## src/rtl/ysyx_23060124_idu_pkg.sv

```systemverilog
// Shared constants and types for the ysyx_23060124 decode stage.
// Opcode map, ALU operation codes, immediate formats and the handshake state.
package ysyx_23060124_idu_pkg;

  localparam int          ISA_WIDTH = 32;
  localparam logic [31:0] RESET_PC  = 32'h8000_0000;

  localparam logic [6:0] OPC_LUI    = 7'b0110111;
  localparam logic [6:0] OPC_AUIPC  = 7'b0010111;
  localparam logic [6:0] OPC_JAL    = 7'b1101111;
  localparam logic [6:0] OPC_JALR   = 7'b1100111;
  localparam logic [6:0] OPC_BRANCH = 7'b1100011;
  localparam logic [6:0] OPC_LOAD   = 7'b0000011;
  localparam logic [6:0] OPC_STORE  = 7'b0100011;
  localparam logic [6:0] OPC_OP_IMM = 7'b0010011;
  localparam logic [6:0] OPC_OP     = 7'b0110011;
  localparam logic [6:0] OPC_SYSTEM = 7'b1110011;

  localparam logic [31:0] NOP_INS    = 32'h0000_0013;
  localparam logic [31:0] ECALL_INS  = 32'h0000_0073;
  localparam logic [31:0] EBREAK_INS = 32'h0010_0073;

  typedef enum logic [3:0] {
    ALU_ADD   = 4'd0,
    ALU_SUB   = 4'd1,
    ALU_SLL   = 4'd2,
    ALU_SLT   = 4'd3,
    ALU_SLTU  = 4'd4,
    ALU_XOR   = 4'd5,
    ALU_SRL   = 4'd6,
    ALU_SRA   = 4'd7,
    ALU_OR    = 4'd8,
    ALU_AND   = 4'd9,
    ALU_PASSB = 4'd10
  } alu_op_e;

  // IMM_Z marks instructions without an immediate; the bundle then carries 0.
  typedef enum logic [2:0] {
    IMM_Z = 3'd0,
    IMM_I = 3'd1,
    IMM_S = 3'd2,
    IMM_B = 3'd3,
    IMM_U = 3'd4,
    IMM_J = 3'd5
  } imm_fmt_e;

  typedef enum logic {
    ST_EMPTY = 1'b0,
    ST_FULL  = 1'b1
  } idu_state_e;

  // alt selects SUB for funct3=0 and SRA for funct3=5.
  function automatic alu_op_e alu_decode(input logic [2:0] funct3, input logic alt);
    alu_op_e op;
    case (funct3)
      3'b000:  op = alt ? ALU_SUB : ALU_ADD;
      3'b001:  op = ALU_SLL;
      3'b010:  op = ALU_SLT;
      3'b011:  op = ALU_SLTU;
      3'b100:  op = ALU_XOR;
      3'b101:  op = alt ? ALU_SRA : ALU_SRL;
      3'b110:  op = ALU_OR;
      default: op = ALU_AND;
    endcase
    return op;
  endfunction

endpackage

```

## src/rtl/ysyx_23060124_imm_gen.sv

```systemverilog
// Immediate extraction and sign extension for the RV32I instruction formats.
// Bits [6:0] are never part of an immediate, so only [31:7] come in.
module ysyx_23060124_imm_gen #(
  parameter int ISA_WIDTH = 32
) (
  input  logic [ISA_WIDTH-1:7]             i_ins,
  input  ysyx_23060124_idu_pkg::imm_fmt_e i_fmt,
  output logic [ISA_WIDTH-1:0]             o_imm
);
  import ysyx_23060124_idu_pkg::*;

  always_comb begin
    o_imm = '0;
    case (i_fmt)
      IMM_I:   o_imm = {{20{i_ins[31]}}, i_ins[31:20]};
      IMM_S:   o_imm = {{20{i_ins[31]}}, i_ins[31:25], i_ins[11:7]};
      IMM_B:   o_imm = {{19{i_ins[31]}}, i_ins[31], i_ins[7], i_ins[30:25], i_ins[11:8], 1'b0};
      IMM_U:   o_imm = {i_ins[31:12], 12'b0};
      IMM_J:   o_imm = {{11{i_ins[31]}}, i_ins[31], i_ins[19:12], i_ins[20], i_ins[30:21], 1'b0};
      default: o_imm = '0;
    endcase
  end

endmodule

```

## src/rtl/ysyx_23060124_idu.sv

```systemverilog
// RV32I decode stage: one-entry register between fetch and execute, decode from the held entry.
// Define YSYX_23060124_RV32E_EN to flag any used register index >= 16 as illegal.
//
// Handshake: a beat moves on a side only in a cycle where its valid and ready are both high
// at the rising edge; valid never waits for ready, and o_pre_ready never looks at i_pre_valid.
module ysyx_23060124_idu #(
  parameter int                    ISA_WIDTH      = ysyx_23060124_idu_pkg::ISA_WIDTH,
  parameter logic [ISA_WIDTH-1:0]  RESET_PC       = ysyx_23060124_idu_pkg::RESET_PC,
  parameter int                    REG_ADDR_WIDTH = 5
) (
  input  logic                      clk,
  input  logic                      idu_rst,
  input  logic [ISA_WIDTH-1:0]      i_ins,
  input  logic [ISA_WIDTH-1:0]      i_pc,
  input  logic                      i_pre_valid,
  output logic                      o_pre_ready,
  input  logic                      i_flush,
  input  logic                      i_post_ready,
  output logic                      o_post_valid,
  output logic [ISA_WIDTH-1:0]      o_pc,
  output logic [ISA_WIDTH-1:0]      o_imm,
  output logic [REG_ADDR_WIDTH-1:0] o_rs1,
  output logic [REG_ADDR_WIDTH-1:0] o_rs2,
  output logic [REG_ADDR_WIDTH-1:0] o_rd,
  output logic [3:0]                o_alu_op,
  output logic                      o_alu_src_imm,
  output logic                      o_alu_src_pc,
  output logic                      o_wen,
  output logic                      o_mem_ren,
  output logic                      o_mem_wen,
  output logic [2:0]                o_mem_funct3,
  output logic                      o_branch,
  output logic                      o_jal,
  output logic                      o_jalr,
  output logic                      o_ecall,
  output logic                      o_ebreak,
  output logic                      o_illegal
);
  import ysyx_23060124_idu_pkg::*;

  idu_state_e           state_q, state_d;
  logic [ISA_WIDTH-1:0] ins_q, ins_d;
  logic [ISA_WIDTH-1:0] pc_q, pc_d;
  logic                 accept;

  assign o_post_valid = (state_q == ST_FULL);
  assign o_pre_ready  = ~o_post_valid | i_post_ready;
  assign accept       = i_pre_valid & o_pre_ready & ~i_flush;

  always_comb begin
    state_d = state_q;
    ins_d   = ins_q;
    pc_d    = pc_q;
    if (i_flush) begin
      state_d = ST_EMPTY;
    end else if (accept) begin
      state_d = ST_FULL;
      ins_d   = i_ins;
      pc_d    = i_pc;
    end else if (o_post_valid && i_post_ready) begin
      state_d = ST_EMPTY;
    end
  end

  always_ff @(posedge clk) begin
    if (idu_rst) begin
      state_q <= ST_EMPTY;
      ins_q   <= ISA_WIDTH'(NOP_INS);
      pc_q    <= RESET_PC;
    end else begin
      state_q <= state_d;
      ins_q   <= ins_d;
      pc_q    <= pc_d;
    end
  end

  logic [6:0] opcode;
  logic [2:0] funct3;
  logic [6:0] funct7;
  assign opcode = ins_q[6:0];
  assign funct3 = ins_q[14:12];
  assign funct7 = ins_q[31:25];

  alu_op_e  alu_op;
  imm_fmt_e fmt, fmt_sel;
  logic     src_imm, src_pc, wen, mem_ren, mem_wen;
  logic     branch, jal, jalr, ecall, ebreak, dec_ill, reg_ill, illegal;

  always_comb begin
    alu_op  = ALU_ADD;
    fmt     = IMM_Z;
    src_imm = 1'b0;
    src_pc  = 1'b0;
    wen     = 1'b0;
    mem_ren = 1'b0;
    mem_wen = 1'b0;
    branch  = 1'b0;
    jal     = 1'b0;
    jalr    = 1'b0;
    ecall   = 1'b0;
    ebreak  = 1'b0;
    dec_ill = 1'b0;
    case (opcode)
      OPC_LUI: begin
        wen = 1'b1; src_imm = 1'b1; alu_op = ALU_PASSB; fmt = IMM_U;
      end
      OPC_AUIPC: begin
        wen = 1'b1; src_imm = 1'b1; src_pc = 1'b1; fmt = IMM_U;
      end
      OPC_JAL: begin
        wen = 1'b1; src_pc = 1'b1; jal = 1'b1; fmt = IMM_J;
      end
      OPC_JALR: begin
        wen = 1'b1; src_pc = 1'b1; jalr = 1'b1; fmt = IMM_I;
        dec_ill = (funct3 != 3'b000);
      end
      OPC_BRANCH: begin
        branch = 1'b1; alu_op = ALU_SUB; fmt = IMM_B;
        dec_ill = (funct3 == 3'b010) || (funct3 == 3'b011);
      end
      OPC_LOAD: begin
        wen = 1'b1; mem_ren = 1'b1; src_imm = 1'b1; fmt = IMM_I;
        dec_ill = (funct3 == 3'b011) || (funct3 == 3'b110) || (funct3 == 3'b111);
      end
      OPC_STORE: begin
        mem_wen = 1'b1; src_imm = 1'b1; fmt = IMM_S;
        dec_ill = (funct3 > 3'b010);
      end
      OPC_OP_IMM: begin
        wen = 1'b1; src_imm = 1'b1; fmt = IMM_I;
        // Only the shifts carry funct7; SUB has no immediate form.
        alu_op  = alu_decode(funct3, (funct3 == 3'b101) && funct7[5]);
        dec_ill = ((funct3 == 3'b001) && (funct7 != 7'h00)) ||
                  ((funct3 == 3'b101) && (funct7 != 7'h00) && (funct7 != 7'h20));
      end
      OPC_OP: begin
        wen = 1'b1;
        alu_op  = alu_decode(funct3, funct7[5]);
        dec_ill = !((funct7 == 7'h00) ||
                    ((funct7 == 7'h20) && ((funct3 == 3'b000) || (funct3 == 3'b101))));
      end
      OPC_SYSTEM: begin
        if (ins_q == ISA_WIDTH'(ECALL_INS))       ecall   = 1'b1;
        else if (ins_q == ISA_WIDTH'(EBREAK_INS)) ebreak  = 1'b1;
        else                                      dec_ill = 1'b1;
      end
      default: dec_ill = 1'b1;
    endcase
    if (ins_q[1:0] != 2'b11) dec_ill = 1'b1;
  end

`ifdef YSYX_23060124_RV32E_EN
  logic use_rs1, use_rs2, use_rd;
  always_comb begin
    use_rd  = (opcode == OPC_LUI) || (opcode == OPC_AUIPC) || (opcode == OPC_JAL) ||
              (opcode == OPC_JALR) || (opcode == OPC_LOAD) || (opcode == OPC_OP_IMM) ||
              (opcode == OPC_OP);
    use_rs1 = (opcode == OPC_JALR) || (opcode == OPC_BRANCH) || (opcode == OPC_LOAD) ||
              (opcode == OPC_STORE) || (opcode == OPC_OP_IMM) || (opcode == OPC_OP);
    use_rs2 = (opcode == OPC_BRANCH) || (opcode == OPC_STORE) || (opcode == OPC_OP);
    reg_ill = (use_rd & ins_q[11]) | (use_rs1 & ins_q[19]) | (use_rs2 & ins_q[24]);
  end
`else
  assign reg_ill = 1'b0;
`endif

  // An illegal instruction carries no control at all, only its raw fields and pc.
  assign illegal = dec_ill | reg_ill;
  assign fmt_sel = illegal ? IMM_Z : fmt;

  ysyx_23060124_imm_gen #(
    .ISA_WIDTH (ISA_WIDTH)
  ) u_imm_gen (
    .i_ins (ins_q[ISA_WIDTH-1:7]),
    .i_fmt (fmt_sel),
    .o_imm (o_imm)
  );

  assign o_pc          = pc_q;
  assign o_rs1         = ins_q[19:15];
  assign o_rs2         = ins_q[24:20];
  assign o_rd          = ins_q[11:7];
  assign o_mem_funct3  = funct3;
  assign o_alu_op      = illegal ? ALU_ADD : alu_op;
  assign o_alu_src_imm = src_imm & ~illegal;
  assign o_alu_src_pc  = src_pc  & ~illegal;
  assign o_wen         = wen     & ~illegal;
  assign o_mem_ren     = mem_ren & ~illegal;
  assign o_mem_wen     = mem_wen & ~illegal;
  assign o_branch      = branch  & ~illegal;
  assign o_jal         = jal     & ~illegal;
  assign o_jalr        = jalr    & ~illegal;
  assign o_ecall       = ecall   & ~illegal;
  assign o_ebreak      = ebreak  & ~illegal;
  assign o_illegal     = illegal;

endmodule

```

## config.mk

```make
export PLATFORM = sky130hd
export DESIGN_NAME = ysyx_23060124_idu
export DESIGN_NICKNAME = d
export VERILOG_FILES = /design/src/rtl/ysyx_23060124_idu_pkg.sv /design/src/rtl/ysyx_23060124_imm_gen.sv /design/src/rtl/ysyx_23060124_idu.sv
export SDC_FILE = /design/constraint.sdc
export NUM_CORES = 1
export LEC_CHECK = 0
export BUFFER_PORTS_ARGS = -buffer_cell sky130_fd_sc_hd__buf_2
export CAP_MARGIN = 20
export CORE_MARGIN = 4
export CORE_UTILIZATION = 46
export DETAILED_ROUTE_END_ITERATION = 10
export MAX_ROUTING_LAYER = met4
export PLACE_DENSITY = 0.8
export SKIP_CTS_REPAIR_TIMING = 1
export SLEW_MARGIN = 40
export SYNTH_ARGS = -nofsm -noshare
export SYNTH_HDL_FRONTEND = slang
export SYNTH_SLANG_ARGS = --single-unit
```

## constraint.sdc

```tcl
create_clock -name clk -period 2.4 [get_ports clk]
set_clock_uncertainty 0.15 [all_clocks]
set_input_delay 0 -clock clk [delete_from_list [all_inputs] [get_ports clk]]
set_output_delay 0 -clock clk [all_outputs]
set_load 0.01 [all_outputs]
```

==> out/results.ini <==
[outcome]
run_status=finished, violations left
violations=setup timing

[global_routing]
grt_pass1_vias=3461
grt_usage_pct=24.1
grt_first_pass_wirelength_um=16500
antenna_found_initial=0
grt.overflow.total=0
grt_max_degree=44

[setup_path]
reg2reg_to=ins_q[12]$_SDFFE_PP0P_
endpoint=o_imm[25]
reg2reg_slack_ps=150
r2r_start=o_post_valid$_SDFFE_PP0P_
path_class=flop to output pin
cp-end-kind=output pin
cp_data_required_time_ps=2250
crit_start=ins_q[3]$_SDFFE_PP0P_
worstPathMaxFanout=5
start_kind=flop
reg2reg_depth=7
crit_arrival_ps=2480

[placement]
dpl.cell_count=699
dp_hpwl_um=8090
dp_slack_ps=1.16
port_buffers=167
place_area_mm2=0.00425
place.gp.congestion=0.891

[clock_network]
path_clk_slew_ps=70
cts_root_buf=clkbuf_8
clk_path_buf_depth=2
cts_max_level=3
clock_sinks=65
numCtsBuffers=9
tritoncts=done
insertion_delay_ps=330

[finish]
final_cells=798
multi_input_area_mm2=0.00184
antenna_cells=0
fin_util_pct=77.9
finalInstanceArea_mm2=0.00541
nets=766
seq_area_mm2=0.00131
drive_above_1_share_pct=35.5
fillerInstances=476
area_growth_pct=61.6

[routing]
dr.pass1.iters=6
wl_per_cell_um=16.6
num_vias=4300
drtIter0Drc=284
ant_nets=0
wl_um=13300
drc=0
via_per_inst=5.39

[job]
maxCapViolations=0

[synthesis]
synth_adder_area_share_pct=0
synth-edff-count=0
muxShareOfSynthArea_pct=0.935
yosysUniqueCellTypes=45
netlist_area_mm2=0.00335
yosysWarnings=0
syn-num-nets=528
synthFlopType=dfxtp_1
synth_top_family_by_area=simple AND/OR/NAND/NOR gates
syn_area_per_cell_um2=7.29
yosys.area_share.xor_xnor_pct=0.262
ys_async_sr_fraction_pct=0
synthCells=459
yosys.area_share.simple_pct=31.4
ys_seq_area_share_pct=38.9
ys_ff_latch=65
synth_compound_area_share_pct=19.6

[power_and_ir_drop]
ir_drop_mv=0.418
p_leak_nw=2.70
power-per-cell-area_mw_per_mm2=504

[timing]
min_period_ps=2630
setup_viol=44
grt_setup_unrepaired=yes
slew_headroom_pct=60.6
worst_slack_ps=-232
drv_slew=0
max_freq_mhz=380
hold_violations=0
fin_crit_sh_pct=110
tightest_slew_ps=592

[hold_path]
hp-class=input pin to flop

[floorplanning]
coreArea_mm2=0.00694
die_h_um=93.3
die_x_um=93.3
rows=30
dieArea_mm2=0.00870
start_util_pct=48.2
io_pins=168

==> kinds of logic after synthesis <==
kind of cell,Yosys count
xor gates and xnor gates,1
DFF,65
muxes,3
and+or+nand+nor,223
AOI/OAI and AO/OA,110
buffers and inverters,57
==> stage by stage <==
stage	total power [mW]	TNS (ps)	hold slack [ps]
after floorplan	1.51	0	-70.7
after global placement	1.70	0	55.4
after detailed placement	1.72	0	64.8
after CTS	2.55	-11860	-296
after global routing	2.85	-9130	19.7
final	2.73	-7340	8.07
==> registers in the layout (all words and copies together), names as in the netlist <==
register and cells:
o_post_valid 1, o_pc 32, ins_q 32
==> cells in the mapped netlist (all sizes together), types with 2 or more instances <==
cell / instances / area [µm²]
a211oi: 3 / 22.5
a21o: 20 / 150
a21oi: 73 / 380
and2: 10 / 62.6
and3: 3 / 18.8
buf: 26 / 185
clkbuf: 28 / 105
dfxtp: 65 / 1300
inv: 3 / 11.3
mux2i: 2 / 20.0
nand2: 144 / 541
nand2b: 5 / 31.3
nand3: 9 / 45.0
nand3b: 7 / 52.6
nand4b: 2 / 17.5
nor2: 16 / 65.1
nor2b: 6 / 37.5
nor3: 4 / 20.0
nor3b: 3 / 27.5
nor4: 8 / 71.3
o21ai: 6 / 30.0
==> worst max-delay path, cell delays in order (launching register included) <==
cell and delay (ps):
dfxtp_2 330, or3b_4 400, o311a_1 140, or4_4 500
buf_6 150, nor3_4 200, buf_4 200, a21o_1 100
buf_2 140
==> report_power, final <==
part,switching (mW),internal (mW)
clock network,0.469,0.382
logic,0.352,0.347
registers,0.0465,1.13
total,0.867,1.86
==> layout make-up <==
class | count | share of cell area (%)
Clock inverter | 7 | 0.948
Timing Repair Buffer | 281 | 36.2
Inverter | 3 | 0.208
Clock buffer | 9 | 2.29
Multi-Input combinational cell | 337 | 34.0
Tap cell | 96 | 2.22
Sequential cell | 65 | 24.1
==> cells in the final DEF (no fill, tap or decap), drive strengths merged, types with 2 or more instances in the layout <==
cell type / instances
clkinvlp: 2
nand3: 9
nand4b: 2
buf: 201
nor2b: 6
nor2: 16
clkbuf: 9
clkinv: 2
nor4: 8
and2: 10
o21ai: 6
dlygate4sd3: 80
nand2b: 5
nand3b: 7
a21o: 20
nor3b: 3
dfxtp: 65
inv: 6
and3: 3
nand2: 144
nor3: 4
a21oi: 73
a211oi: 3
mux2i: 2
==> worst min path at each step <==
stage	start	end	cells after the start
3_5_place_dp	i_flush	o_post_valid$_SDFFE_PP0P_	2
5_1_grt	idu_rst	ins_q[1]$_SDFFE_PP1P_	2
4_1_cts	i_flush	o_post_valid$_SDFFE_PP0P_	2
6_report	idu_rst	ins_q[5]$_SDFFE_PP0P_	2
2_1_floorplan	i_flush	o_post_valid$_SDFFE_PP0P_	1
3_3_place_gp	i_flush	o_post_valid$_SDFFE_PP0P_	2
==> routing by layer <==
| metal | vias up | GRT usage [%] | wire length [µm] |
|---|---|---|---|
| li1 | 1993 | - | - |
| met1 | 2017 | 30.0 | 4890 |
| met2 | 247 | 39.4 | 6960 |
| met3 | 43 | 4.59 | 1030 |
| met4 | 0 | 8.18 | 370 |
| met5 | - | - | 0 |
Note: power is estimated with default switching activity, not from simulation.
